<file path="config.mk">
export PLATFORM = sky130hd
export DESIGN_NAME = evg_event_request_arbiter_flat
export DESIGN_NICKNAME = d
export VERILOG_FILES = /design/src/rtl/evg_event_request_arbiter_if.sv /design/src/rtl/evg_event_request_arbiter.sv /design/src/flat_wrapper.sv
export SDC_FILE = /design/constraint.sdc
export NUM_CORES = 1
export LEC_CHECK = 0
export CORE_ASPECT_RATIO = 1.5
export CORE_MARGIN = 2
export CORE_UTILIZATION = 25
export DETAILED_ROUTE_END_ITERATION = 10
export DONT_BUFFER_PORTS = 1
export PLACE_DENSITY = 0.39
export RECOVER_POWER = 100
export SLEW_MARGIN = 5
export SYNTH_ARGS = -nofsm -noshare
export SYNTH_HDL_FRONTEND = slang
export SYNTH_SLANG_ARGS = --single-unit
</file>
<file path="constraint.sdc">
create_clock -name evgTxClk -period 3 [get_ports evgTxClk]
set_clock_uncertainty 0.2 [all_clocks]
set_input_delay 0.45 -clock evgTxClk [delete_from_list [all_inputs] [get_ports evgTxClk]]
set_output_delay 0.45 -clock evgTxClk [all_outputs]
set_load 0.02 [all_outputs]
</file>
<file path="src/rtl/evg_event_request_arbiter_if.sv">
// rtl/evg_event_request_arbiter_if.sv - request and event stream bundle for the EVG event request arbiter
interface evg_event_request_arbiter_if #(
    parameter int EVENTCODE_WIDTH = 8,
    parameter int NUM_INPUTS      = 4
);
    localparam int SOURCE_WIDTH = (NUM_INPUTS > 1) ? $clog2(NUM_INPUTS) : 1;

    logic [NUM_INPUTS*EVENTCODE_WIDTH-1:0] reqTDATA;
    logic [NUM_INPUTS-1:0]                 reqTVALID;
    logic [NUM_INPUTS-1:0]                 reqTREADY;
    logic [EVENTCODE_WIDTH-1:0]            evgEventTDATA;
    logic                                  evgEventTVALID;
    logic                                  evgEventTREADY;
    logic [SOURCE_WIDTH-1:0]               evgEventSource;

    // Arbiter side: consumes request streams, produces the event stream
    modport slave (
        input  reqTDATA,
        input  reqTVALID,
        output reqTREADY,
        output evgEventTDATA,
        output evgEventTVALID,
        input  evgEventTREADY,
        output evgEventSource
    );

    // Environment side: request producers plus the event transmitter
    modport master (
        output reqTDATA,
        output reqTVALID,
        input  reqTREADY,
        input  evgEventTDATA,
        input  evgEventTVALID,
        output evgEventTREADY,
        input  evgEventSource
    );
endinterface

</file>
<file path="src/rtl/evg_event_request_arbiter.sv">
// rtl/evg_event_request_arbiter.sv - merges event-request streams into one registered event-code stream
module evg_event_request_arbiter #(
    parameter int EVENTCODE_WIDTH = 8,
    parameter int NUM_INPUTS      = 4,
    parameter int COUNTER_WIDTH   = 16
) (
    input  logic                                evgTxClk,
    input  logic                                evgTxRst_n,
    input  logic                                fixedPriority,
    evg_event_request_arbiter_if.slave          bus,
    output logic [NUM_INPUTS*COUNTER_WIDTH-1:0] acceptCount,
    output logic [COUNTER_WIDTH-1:0]            nullCount
);
    localparam int SRC_W = (NUM_INPUTS > 1) ? $clog2(NUM_INPUTS) : 1;
    localparam logic [SRC_W-1:0]   LAST_INDEX = SRC_W'(NUM_INPUTS - 1);
    localparam logic [SRC_W:0]     NUM_WIDE   = (SRC_W+1)'(NUM_INPUTS);
    localparam logic [COUNTER_WIDTH-1:0] CNT_MAX = '1;

    logic [SRC_W-1:0]           last_grant_q, last_grant_d;
    logic                       ev_valid_q, ev_valid_d;
    logic [EVENTCODE_WIDTH-1:0] ev_data_q, ev_data_d;
    logic [SRC_W-1:0]           ev_src_q, ev_src_d;
    logic [COUNTER_WIDTH-1:0]   null_cnt_q, null_cnt_d;
    logic [COUNTER_WIDTH-1:0]   accept_cnt_q [NUM_INPUTS];
    logic [COUNTER_WIDTH-1:0]   accept_cnt_d [NUM_INPUTS];

    logic [SRC_W-1:0]           winner;
    logic                       found;
    logic                       slot_free;
    logic                       accept;
    logic                       code_is_null;
    logic [EVENTCODE_WIDTH-1:0] win_code;
    logic [SRC_W:0]             rr_sum;
    logic [SRC_W-1:0]           rr_idx;

    // Pick the winner: lowest index in fixed mode, first valid input after lastGrant otherwise.
    // Loops run from the far end so the last assignment is the highest-precedence candidate.
    always_comb begin
        winner = '0;
        found  = 1'b0;
        rr_sum = '0;
        rr_idx = '0;
        if (fixedPriority) begin
            for (int i = NUM_INPUTS - 1; i >= 0; i--) begin
                if (bus.reqTVALID[i]) begin
                    winner = SRC_W'(i);
                    found  = 1'b1;
                end
            end
        end else begin
            for (int k = NUM_INPUTS; k >= 1; k--) begin
                rr_sum = {1'b0, last_grant_q} + (SRC_W+1)'(k);
                if (rr_sum >= NUM_WIDE) begin
                    rr_sum = rr_sum - NUM_WIDE;
                end
                rr_idx = rr_sum[SRC_W-1:0];
                if (bus.reqTVALID[rr_idx]) begin
                    winner = rr_idx;
                    found  = 1'b1;
                end
            end
        end
    end

    // Grant only when the output slot can take a new event this cycle
    always_comb begin
        slot_free     = !ev_valid_q || bus.evgEventTREADY;
        accept        = found && slot_free;
        win_code      = '0;
        bus.reqTREADY = '0;
        for (int i = 0; i < NUM_INPUTS; i++) begin
            if (winner == SRC_W'(i)) begin
                win_code         = bus.reqTDATA[i*EVENTCODE_WIDTH +: EVENTCODE_WIDTH];
                bus.reqTREADY[i] = accept;
            end
        end
        code_is_null = (win_code == '0);
    end

    // Next state of the output slot, round-robin pointer and saturating counters
    always_comb begin
        ev_valid_d   = ev_valid_q;
        ev_data_d    = ev_data_q;
        ev_src_d     = ev_src_q;
        last_grant_d = last_grant_q;
        null_cnt_d   = null_cnt_q;
        for (int i = 0; i < NUM_INPUTS; i++) begin
            accept_cnt_d[i] = accept_cnt_q[i];
        end

        if (bus.evgEventTREADY) begin
            ev_valid_d = 1'b0;
        end

        if (accept) begin
            // Null codes still move the pointer so a stream of zeros cannot hog the grant
            last_grant_d = winner;
            if (code_is_null) begin
                if (null_cnt_q != CNT_MAX) begin
                    null_cnt_d = null_cnt_q + 1'b1;
                end
            end else begin
                ev_valid_d = 1'b1;
                ev_data_d  = win_code;
                ev_src_d   = winner;
                for (int i = 0; i < NUM_INPUTS; i++) begin
                    if (winner == SRC_W'(i) && accept_cnt_q[i] != CNT_MAX) begin
                        accept_cnt_d[i] = accept_cnt_q[i] + 1'b1;
                    end
                end
            end
        end
    end

    // State registers; a reset drops any pending event and clears all status
    always_ff @(posedge evgTxClk or negedge evgTxRst_n) begin
        if (!evgTxRst_n) begin
            ev_valid_q   <= 1'b0;
            ev_data_q    <= '0;
            ev_src_q     <= '0;
            last_grant_q <= LAST_INDEX;
            null_cnt_q   <= '0;
            for (int i = 0; i < NUM_INPUTS; i++) begin
                accept_cnt_q[i] <= '0;
            end
        end else begin
            ev_valid_q   <= ev_valid_d;
            ev_data_q    <= ev_data_d;
            ev_src_q     <= ev_src_d;
            last_grant_q <= last_grant_d;
            null_cnt_q   <= null_cnt_d;
            for (int i = 0; i < NUM_INPUTS; i++) begin
                accept_cnt_q[i] <= accept_cnt_d[i];
            end
        end
    end

    assign bus.evgEventTVALID = ev_valid_q;
    assign bus.evgEventTDATA  = ev_data_q;
    assign bus.evgEventSource = ev_src_q;
    assign nullCount          = null_cnt_q;

    for (genvar g = 0; g < NUM_INPUTS; g++) begin : g_count_out
        assign acceptCount[g*COUNTER_WIDTH +: COUNTER_WIDTH] = accept_cnt_q[g];
    end
endmodule

</file>
<file path="src/flat_wrapper.sv">
// flat-port wrapper written by rule: the top's interface ports become plain ports
module evg_event_request_arbiter_flat 
#(
    parameter int EVENTCODE_WIDTH = 8,
    parameter int NUM_INPUTS      = 4,
    parameter int COUNTER_WIDTH   = 16
)
  (evgTxClk, evgTxRst_n, fixedPriority, acceptCount, nullCount, bus_reqTDATA, bus_reqTVALID, bus_reqTREADY, bus_evgEventTDATA, bus_evgEventTVALID, bus_evgEventTREADY, bus_evgEventSource);
  evg_event_request_arbiter_if #(.EVENTCODE_WIDTH(EVENTCODE_WIDTH), .NUM_INPUTS(NUM_INPUTS)) bus_i ();
  input  logic evgTxClk;
  input  logic evgTxRst_n;
  input  logic fixedPriority;
  output logic [NUM_INPUTS*COUNTER_WIDTH-1:0] acceptCount;
  output logic [COUNTER_WIDTH-1:0] nullCount;
  input wire logic [$bits(bus_i.reqTDATA)-1:0] bus_reqTDATA;
  input wire logic [$bits(bus_i.reqTVALID)-1:0] bus_reqTVALID;
  output wire logic [$bits(bus_i.reqTREADY)-1:0] bus_reqTREADY;
  output wire logic [$bits(bus_i.evgEventTDATA)-1:0] bus_evgEventTDATA;
  output wire logic [$bits(bus_i.evgEventTVALID)-1:0] bus_evgEventTVALID;
  input wire logic [$bits(bus_i.evgEventTREADY)-1:0] bus_evgEventTREADY;
  output wire logic [$bits(bus_i.evgEventSource)-1:0] bus_evgEventSource;
  assign bus_i.reqTDATA = bus_reqTDATA;
  assign bus_i.reqTVALID = bus_reqTVALID;
  assign bus_reqTREADY = bus_i.reqTREADY;
  assign bus_evgEventTDATA = bus_i.evgEventTDATA;
  assign bus_evgEventTVALID = bus_i.evgEventTVALID;
  assign bus_i.evgEventTREADY = bus_evgEventTREADY;
  assign bus_evgEventSource = bus_i.evgEventSource;
  evg_event_request_arbiter #(.EVENTCODE_WIDTH(EVENTCODE_WIDTH), .NUM_INPUTS(NUM_INPUTS), .COUNTER_WIDTH(COUNTER_WIDTH)) u_core (.evgTxClk(evgTxClk), .evgTxRst_n(evgTxRst_n), .fixedPriority(fixedPriority), .bus(bus_i), .acceptCount(acceptCount), .nullCount(nullCount));
endmodule
</file>
==> flow_metrics.py, run 1 <==
metrics = {
    "yosys": {
        "yosys-top-cells-area": "dfrtp_1 (47%), xnor2_1 (8.0%), xor2_1 (5.6%)",
        "synth_fp_nets": 508,
        "ys_seq_area_share_pct": 48.08,
        "post-synth-top-count-cell": "dfrtp_1",
        "syn_area_per_cell_um2": 10.47,
        "synth_cell_types": 62,
        "ys_ff_latch": 93,
        "postSynthCellCount": 463,
        "synth_warnings": 0,
        "syn_area_mm2": 0.004846,
        "async_flop_share_pct": 100.0,
        "ys.flop_type": "dfrtp_1",
        "synth_common_cells": "dfrtp_1 (91), nand2_1 (52), xnor2_1 (44)",
        "yosys.area.top_type": "dfrtp_1",
        "yosysTopAreaCellShare_pct": 46.99,
        "synth_edf_count": 0,
    },
    "critical_path": {
        "r2r_start": "u_core.last_grant_q[1]",
        "crit_path_top_delay_cell": "dfstp_2",
        "cp-end-kind": "register",
        "critPathMaxFanout": 8,
        "r2r_setup_slack_ns": 0.1,
        "cp_common_cell": "buf_4",
        "required_ns": 3.03,
        "worst_setup_path_start_kind": "register",
        "crit_path_cell_trace": "mux2i_1 > o32ai_2 > buf_4 > or3b_2 > and3_1 > buf_4 > o2111a_2 > mux2_1",
        "slowest_delay_ns": 0.58,
        "reg2reg_depth": 8,
        "path_class": "register to register",
        "r2r_end": "u_core.nullCount[1]",
        "cp.arrival_ns": 2.93,
    },
    "finish": {
        "antenna_cells": 0,
        "multi_input_area_mm2": 0.002496,
        "fin_nets": 542,
        "final_cell_area_mm2": 0.005772,
        "nFillCells": 2060,
        "drive_gt1_share_pct": 15.74,
        "seq_area_mm2": 0.002330,
        "syn_to_final_growth_pct": 19.11,
    },
    "placement": {
        "port_buffers": 0,
        "placed_area_mm2": 0.005374,
        "routabilityCongestion": 0.7756,
        "place_hpwl_um": 10680,
    },
    "power_and_ir_drop": {
        "p_leak_nw": 2.426,
        "switchingPower_mw": 1.665,
        "p_seq_share_pct": 48.1,
        "power_density_mw_per_mm2": 754.2,
        "combPwrFrac_pct": 22.3,
        "vdd_drop_max_mv": 0.3967,
        "p_int_mw": 2.689,
        "p_sw_share_pct": 38.24,
        "power_mw": 4.353,
        "clkPwrFrac_pct": 29.6,
    },
    "worst_hold_path": {
        "hp-class": "input pin to register",
        "holdPathStages": 3,
        "min_from": "bus_reqTDATA[27]",
        "min_to": "u_core.bus.evgEventTDATA[3]",
    },
    "die": {
        "initial_core_util_pct": 25.39,
        "die_w_um": 117.7,
        "ios": 135,
        "dieArea_mm2": 0.02054,
        "die_h_um": 174.5,
        "core-area_mm2": 0.01908,
        "rows": 62,
    },
    "sta": {
        "maxSlewViolCount": 0,
        "hold_viol": 0,
        "fmax_mhz": 344.8,
        "worstMarginPinSlew_ns": 1.328,
        "finalSetupTns_ns": 0,
        "hold_ws_ns": 0.2399,
        "fin_crit_sh_pct": 96.67,
        "min_period_ns": 2.900,
        "slew_headroom_pct": 11.45,
        "finalSetupViolCount": 0,
        "rsz0062_at_grt": "false",
    },
    "drt": {
        "first_pass_iters": 4,
        "routed-via-count": 3678,
        "drc": 0,
        "wl_um": 14470,
        "wl_per_cell_um": 19.09,
        "final_antenna_net_count": 0,
        "routed_via_density": 4.852,
        "drt_iter0_drc": 169,
    },
    "clocking": {
        "insertion_delay_ns": 0.35,
        "h-tree-depth": 3,
        "cts_sinks": 93,
        "cts-root-buf": "clkbuf_16",
        "clockBufferDepth": 2,
        "cts_made_buffers": 9,
        "cts.clk_slew.worst_paths_ns": 0.07,
        "cts_tree": "built",
    },
    "grt": {
        "grt_pass1_vias": 3769,
        "grt_usage_pct": 14.17,
        "grt_pass1_wl_um": 22490,
        "gr-total-overflow": 0,
        "antenna_found_initial": 0,
        "grt_max_degree": 94,
    },
    "job": {
        "max-cap-violations": 0,
    },
    "status": {
        "outcome": "finished, final reports clean",
    },
}
[worst max path at each step]
| stage | from | cells past startpoint | slack, ns | end |
|---|---|---|---|---|
| 2_1_floorplan | u_core.last_grant_q[1] | 9 | 0.13 | u_core.bus.evgEventSource[1] |
| 3_3_place_gp | u_core.last_grant_q[1] | 9 | 0.04 | u_core.acceptCount[25] |
| 3_5_place_dp | u_core.last_grant_q[0] | 9 | 0.03 | u_core.bus.evgEventTDATA[1] |
| 4_1_cts | u_core.last_grant_q[0] | 9 | 0.009 | u_core.bus.evgEventTDATA[1] |
| 5_1_grt | u_core.last_grant_q[1] | 8 | 0.003 | u_core.nullCount[1] |
| 6_report | u_core.last_grant_q[1] | 8 | 0.1 | u_core.nullCount[1] |
[cells in the final DEF (no fill, tap or decap), types with 4 or more instances in the layout]
master	synthesis	routed
a21oi_1	6	6
a31oi_1	5	5
and3_1	22	22
and4_1	4	4
buf_4	2	18
clkbuf_1	9	10
clkbuf_16	0	9
clkbuf_2	0	4
dfrtp_1	91	91
ha_1	5	5
inv_1	8	8
mux2_1	5	11
nand2_1	52	52
nand3_1	25	25
nand4_1	25	25
nor2_1	24	22
nor3_1	13	13
nor4_1	15	14
o21ai_0	4	4
xnor2_1	44	44
xor2_1	31	31
[metrics by stage]
stage	setup WS [ns]	cells	utilization, %
final	0.09982	758	30.25
after global placement	0.04456	738	28.16
after CTS	0.009475	756	30.13
after detailed placement	0.02617	738	28.16
after global routing	0.003139	758	30.25
after floorplan	0.1260	463	-
[timing repair]
item / in CTS / in global routing
gates resized for setup: 1 / 21
pin swaps: 0 / 4
cloned: 0 / 1
endpoints found under the setup margin: 1 / 43
hold buffers: 2 / 0
buffers inserted: 0 / 1
endpoints found under the hold margin: 93 / 0
[cell families after synthesis]
| logic type | synth area share (%) |
|---|---|
| fa+ha+maj | 1.291 |
| compound gates | 7.850 |
| mux | 4.002 |
| simple gates | 22.95 |
| buf+inv | 2.272 |
| flops | 48.08 |
| xor+xnor | 13.56 |
[flip-flops by register name, indices dropped and copies added (netlist names)]
signal                     cells
u_core.last_grant_q            2
u_core.acceptCount            64
u_core.bus.evgEventTDATA       8
u_core.nullCount              16
u_core.bus.evgEventSource      2
u_core.bus.evgEventTVALID      1
[layer usage]
metal  global-route usage, %  up-vias  wire length, µm
li1                        -     1731                -
met2                   24.08      108             7350
met4                   4.468        0              218
met3                   6.135       10             1170
met1                   15.97     1829             5730
met5                       0        -                0
[layout make-up]
| cell class | count | area share (%) |
|---|---|---|
| sequential | 93 | 40.36 |
| timing repair buffer | 38 | 4.509 |
| clock inverter | 5 | 1.431 |
| tap | 256 | 5.550 |
| inverter | 8 | 0.5203 |
| clock buffer | 11 | 4.379 |
| multi-input combinational | 347 | 43.25 |
[power groups by stage]
stage,Combinational [mW],Clock [mW],Sequential [mW]
finish,0.971,1.29,2.09
CTS,1.01,1.35,2.11
global placement,0.955,0,2.13
detailed placement,0.969,0,2.13
floorplan,0.626,0,2.08
global route,1.09,1.39,2.14
[critical path: cells and delay by family, from the launching register on]
kind	cells	cell delay, ns
and+or+nand+nor	2	0.67
buffers and inverters	2	0.34
AOI/OAI and AO/OA	2	0.45
muxes	2	0.55
DFF	1	0.58
Note: power is estimated with default switching activity, not from simulation.
==> inputs of run 2 (changes only) <==
Settings changed: CORE_UTILIZATION 25 to 40, PLACE_DENSITY 0.39 to 0.53.
Clock period 3 ns to 3.6 ns, I/O delays scaled along.
==> flow_metrics.py, run 2 (same netlist as run 1, synthesis figures left out) <==
metrics = {
    "die": {
        "die_w_um": 93.87,
        "die_h_um": 138.8,
        "core-area_mm2": 0.01189,
        "rows": 49,
        "dieArea_mm2": 0.01303,
        "ios": 135,
        "initial_core_util_pct": 40.74,
    },
    "sta": {
        "rsz0062_at_grt": "false",
        "finalSetupTns_ns": 0,
        "maxSlewViolCount": 94,
        "final_critical_path_setup_slack_ns": 0.3217,
        "fin_crit_sh_pct": 91.06,
        "finalSetupViolCount": 0,
        "fmax_mhz": 305.0,
        "hold_ws_ns": 0.3236,
        "min_period_ns": 3.278,
        "slew_headroom_pct": -37.62,
        "hold_viol": 0,
        "worstMarginPinSlew_ns": 2.064,
    },
    "placement": {
        "routabilityCongestion": 0.9002,
        "place_ws_ns": 0.3668,
        "post-place-cells": 605,
        "placed_area_mm2": 0.004995,
        "place_hpwl_um": 8896,
        "port_buffers": 0,
    },
    "critical_path": {
        "critPathMaxFanout": 8,
        "required_ns": 3.61,
        "cp.arrival_ns": 3.29,
        "r2r_end": "u_core.acceptCount[41]",
        "reg2reg_depth": 7,
        "worst_setup_path_start_kind": "register",
        "r2r_setup_slack_ns": 0.32,
        "crit_path_top_delay_cell": "dfstp_1",
        "slowest_delay_ns": 0.63,
        "path_class": "register to register",
        "cp-end-kind": "register",
        "crit_path_cell_trace": "nor4bb_1 > a211oi_2 > or3_1 > a211o_1 > a31oi_1 > nand4_1 > xnor2_1",
        "r2r_start": "u_core.last_grant_q[1]",
    },
    "drt": {
        "wl_per_cell_um": 19.58,
        "first_pass_iters": 4,
        "met2WireLength_um": 6367,
        "routed_via_density": 5.631,
        "drt_iter0_drc": 138,
        "highest-signal-layer": "met4",
        "wl_um": 12200,
        "wl_met3_um": 823,
        "wirelength_met1_um": 4754,
        "routed-via-count": 3508,
        "drc": 0,
        "final_antenna_net_count": 0,
    },
    "worst_hold_path": {
        "holdPathStages": 2,
        "min_to": "u_core.last_grant_q[0]",
        "hp-class": "register to register",
        "min_from": "u_core.last_grant_q[0]",
    },
    "finish": {
        "fin_nets": 510,
        "antenna_cells": 0,
        "final_cells": 623,
        "final_cell_mix": "dfrtp_1 (91), nand2_1 (52), xnor2_1 (44)",
        "drive_gt1_share_pct": 8.085,
        "syn_to_final_growth_pct": 8.185,
        "final_core_util_pct": 44.08,
        "final_cell_area_mm2": 0.005243,
        "final_common_cell": "dfrtp_1",
        "largest_reg_flops": 64,
    },
    "grt": {
        "grt_pass1_wl_um": 19730,
        "antenna_found_initial": 0,
        "grt_pass1_vias": 3671,
        "gr-total-overflow": 0,
        "grt_usage_pct": 19.07,
        "grt_max_degree": 94,
    },
    "clocking": {
        "cts.repair.resized": 0,
        "h-tree-depth": 3,
        "cts.clk_slew.worst_paths_ns": 0.06,
        "cts-root-buf": "clkbuf_16",
        "cts_tree": "built",
        "clockBufferDepth": 2,
        "insertion_delay_ns": 0.34,
        "cts_sinks": 93,
        "cts_hold_buf": 2,
        "cts_setup_buffers": 0,
        "cts_made_buffers": 9,
    },
    "power_and_ir_drop": {
        "power_mw": 3.359,
        "p_leak_nw": 2.248,
        "power_density_mw_per_mm2": 640.7,
        "vdd_drop_max_mv": 0.3175,
    },
    "job": {
        "max-cap-violations": 1,
    },
    "status": {
        "violations": "max-capacitance violations, max-slew violations",
        "outcome": "complete, but fails checks",
    },
}
-- run 2: critical path, delay by kind of cell (launching register included) --
family	cells	cell delay, ns
AND/OR/NAND/NOR	3	1.06
XOR/XNOR	1	0.17
flip-flops	1	0.63
AO/OA/AOI/OAI	3	1.10
-- run 2: how the worst max path moves through the flow --
stage / cells after the start / start / endpoint / slack [ns]
floorplan: 9 / bus_reqTVALID[2] / u_core.bus.evgEventSource[1] / 0.67
global placement: 7 / bus_reqTVALID[2] / u_core.bus.evgEventTDATA[1] / 0.44
global route: 8 / u_core.last_grant_q[1] / u_core.acceptCount[25] / 0.12
finish: 7 / u_core.last_grant_q[1] / u_core.acceptCount[41] / 0.32
CTS: 8 / u_core.last_grant_q[1] / u_core.bus.evgEventTDATA[1] / 0.39
detailed placement: 7 / bus_reqTVALID[2] / u_core.bus.evgEventTDATA[1] / 0.37
-- run 2: area by class of cell --
| class | count | area, µm² |
|---|---|---|
| Clock buffer | 11 | 242.7 |
| Clock inverter | 5 | 60.06 |
| Fill cell | 1160 | 6651 |
| Inverter | 8 | 30.03 |
| Multi-Input combinational cell | 346 | 2340 |
| Sequential cell | 93 | 2330 |
| Tap cell | 153 | 191.4 |
| Timing Repair Buffer | 7 | 48.80 |
-- run 2: metal layers --
metal | GRT usage (%) | vias to the layer above
met3 | 5.978 | 17
met1 | 22.54 | 1721
met4 | 6.560 | 0
met5 | 0 | -
li1 | - | 1664
met2 | 32.41 | 106
-- run 2: power breakdown --
| part | total (mW) | internal (mW) | leakage (nW) | switching, mW |
|---|---|---|---|---|
| Clock | 0.960 | 0.559 | 0.146 | 0.401 |
| Combinational | 0.606 | 0.254 | 0.912 | 0.352 |
| Sequential | 1.79 | 1.25 | 1.19 | 0.539 |
==> inputs of run 3 (changes only) <==
Settings changed: BUFFER_PORTS_ARGS from default to -buffer_cell sky130_fd_sc_hd__clkbuf_2, CELL_PAD_IN_SITES_DETAIL_PLACEMENT from default to 1, CELL_PAD_IN_SITES_GLOBAL_PLACEMENT from default to 1, DONT_BUFFER_PORTS 1 to default, PLACE_DENSITY 0.53 to 0.79, REMOVE_ABC_BUFFERS from default to 1.
==> flow_metrics.py, run 3 (same netlist as run 1, synthesis figures left out) <==
metrics = {
    "clocking": {
        "cts.repair.resized": 0,
        "cts_sinks": 93,
        "cts_setup_buffers": 0,
        "cts_made_buffers": 9,
        "cts.clk_slew.worst_paths_ns": 0.07,
        "clockBufferDepth": 2,
        "cts_tree": "built",
        "insertion_delay_ns": 0.34,
        "h-tree-depth": 3,
        "cts_hold_buf": 0,
        "cts-root-buf": "clkbuf_16",
    },
    "drt": {
        "drt_iter0_drc": 114,
        "first_pass_iters": 6,
        "final_antenna_net_count": 0,
        "wl_per_cell_um": 18.37,
        "routed_via_density": 5.551,
        "wl_um": 13900,
        "drc": 0,
        "routed-via-count": 4202,
    },
    "sta": {
        "worstMarginPinSlew_ns": 2.631,
        "fmax_mhz": 302.4,
        "maxSlewViolCount": 48,
        "finalSetupTns_ns": 0,
        "min_period_ns": 3.307,
        "rsz0062_at_grt": "false",
        "hold_viol": 0,
        "final_critical_path_setup_slack_ns": 0.2928,
        "fin_crit_sh_pct": 91.87,
        "slew_headroom_pct": -75.42,
        "hold_ws_ns": 0.2918,
        "finalSetupViolCount": 0,
    },
    "die": {
        "die_w_um": 93.87,
        "ios": 135,
        "core-area_mm2": 0.01189,
        "rows": 49,
        "dieArea_mm2": 0.01303,
        "initial_core_util_pct": 40.74,
        "die_h_um": 138.8,
    },
    "finish": {
        "nFillCells": 1397,
        "antenna_cells": 0,
        "syn_to_final_growth_pct": 19.36,
        "final_cell_mix": "clkbuf_1 (96), dfrtp_1 (91), nand2_1 (52)",
        "final_cell_area_mm2": 0.005784,
        "drive_gt1_share_pct": 12.75,
        "fin_nets": 644,
        "largest_reg_flops": 64,
        "final_common_cell": "clkbuf_1",
    },
    "critical_path": {
        "required_ns": 3.62,
        "cp.arrival_ns": 3.33,
        "worst_setup_path_start_kind": "register",
        "path_class": "register to register",
        "critPathMaxFanout": 16,
        "cp-end-kind": "register",
    },
    "power_and_ir_drop": {
        "p_leak_nw": 2.525,
        "power_mw": 3.574,
        "vdd_drop_max_mv": 0.3118,
        "power_density_mw_per_mm2": 617.9,
    },
    "status": {
        "violations": "max-capacitance violations, max-slew violations",
        "outcome": "complete, but fails checks",
    },
    "job": {
        "max-cap-violations": 1,
    },
    "placement": {
        "place_hpwl_um": 10480,
        "place_ws_ns": 0.2469,
        "routabilityCongestion": 0.8206,
        "placed_area_mm2": 0.005683,
        "port_buffers": 134,
    },
    "grt": {
        "grt_max_degree": 48,
        "grt_pass1_vias": 4473,
        "antenna_found_initial": 0,
        "gr-total-overflow": 0,
        "grt_usage_pct": 21.68,
        "grt_pass1_wl_um": 22630,
    },
    "worst_hold_path": {
        "hp-class": "register to register",
    },
}
## run 3: worst paths after layout
path / slack (ns) / depth (start not counted) / start / endpoint
max reg2reg: 0.29 / 8 / u_core.last_grant_q[1] / u_core.acceptCount[17]
min reg2reg: 0.29 / 1 / u_core.acceptCount[40] / u_core.acceptCount[40]
min: 0.29 / 1 / u_core.acceptCount[40] / u_core.acceptCount[40]
min in group asynchronous: 0.81 / 1 / evgTxRst_n / u_core.acceptCount[28]
max in group asynchronous: 0.74 / 2 / evgTxRst_n / u_core.acceptCount[47]
max: 0.29 / 8 / u_core.last_grant_q[1] / u_core.acceptCount[17]
## run 3: layer usage
layer	share of wire (%)	vias up	GRT usage (%)
li1	-	1942	-
met1	40	2110	25.51
met2	53	123	38.80
met3	4.3	27	3.750
met4	2.6	0	8.009
met5	0	-	0
## run 3: worst max-delay path, stage by stage, from the launching register on
cell	delay, ns
dfstp_2	0.59
nor2_1	0.11
a221oi_2	0.49
or2_1	0.22
buf_4	0.24
o32ai_1	0.16
o31ai_2	0.22
clkbuf_1	0.58
mux2_1	0.38
## run 3: per-stage QoR
step                      util (%)  std cells
after detailed placement     47.78        741
after floorplan                  -        447
final                        48.63        757
after global placement       47.78        741
after global routing         48.63        757
after CTS                    50.32        757
## run 3: final cells by class
| class | instances | area, µm² | area share [%] |
|---|---|---|---|
| Clock buffer | 10 | 229.0 | 3.958 |
| Timing Repair Buffer | 141 | 596.8 | 10.32 |
| Tap cell | 153 | 191.4 | 3.310 |
| Multi-Input combinational cell | 346 | 2335 | 40.36 |
| Clock inverter | 6 | 72.57 | 1.255 |
| Sequential cell | 93 | 2330 | 40.28 |
| Inverter | 8 | 30.03 | 0.5191 |
## run 3: power breakdown
part / total, mW / internal [mW] / switching, mW
Clock: 0.970 / 0.545 / 0.425
Sequential: 1.52 / 1.26 / 0.259
Combinational: 1.09 / 0.357 / 0.728
Total: 3.57 / 2.16 / 1.41
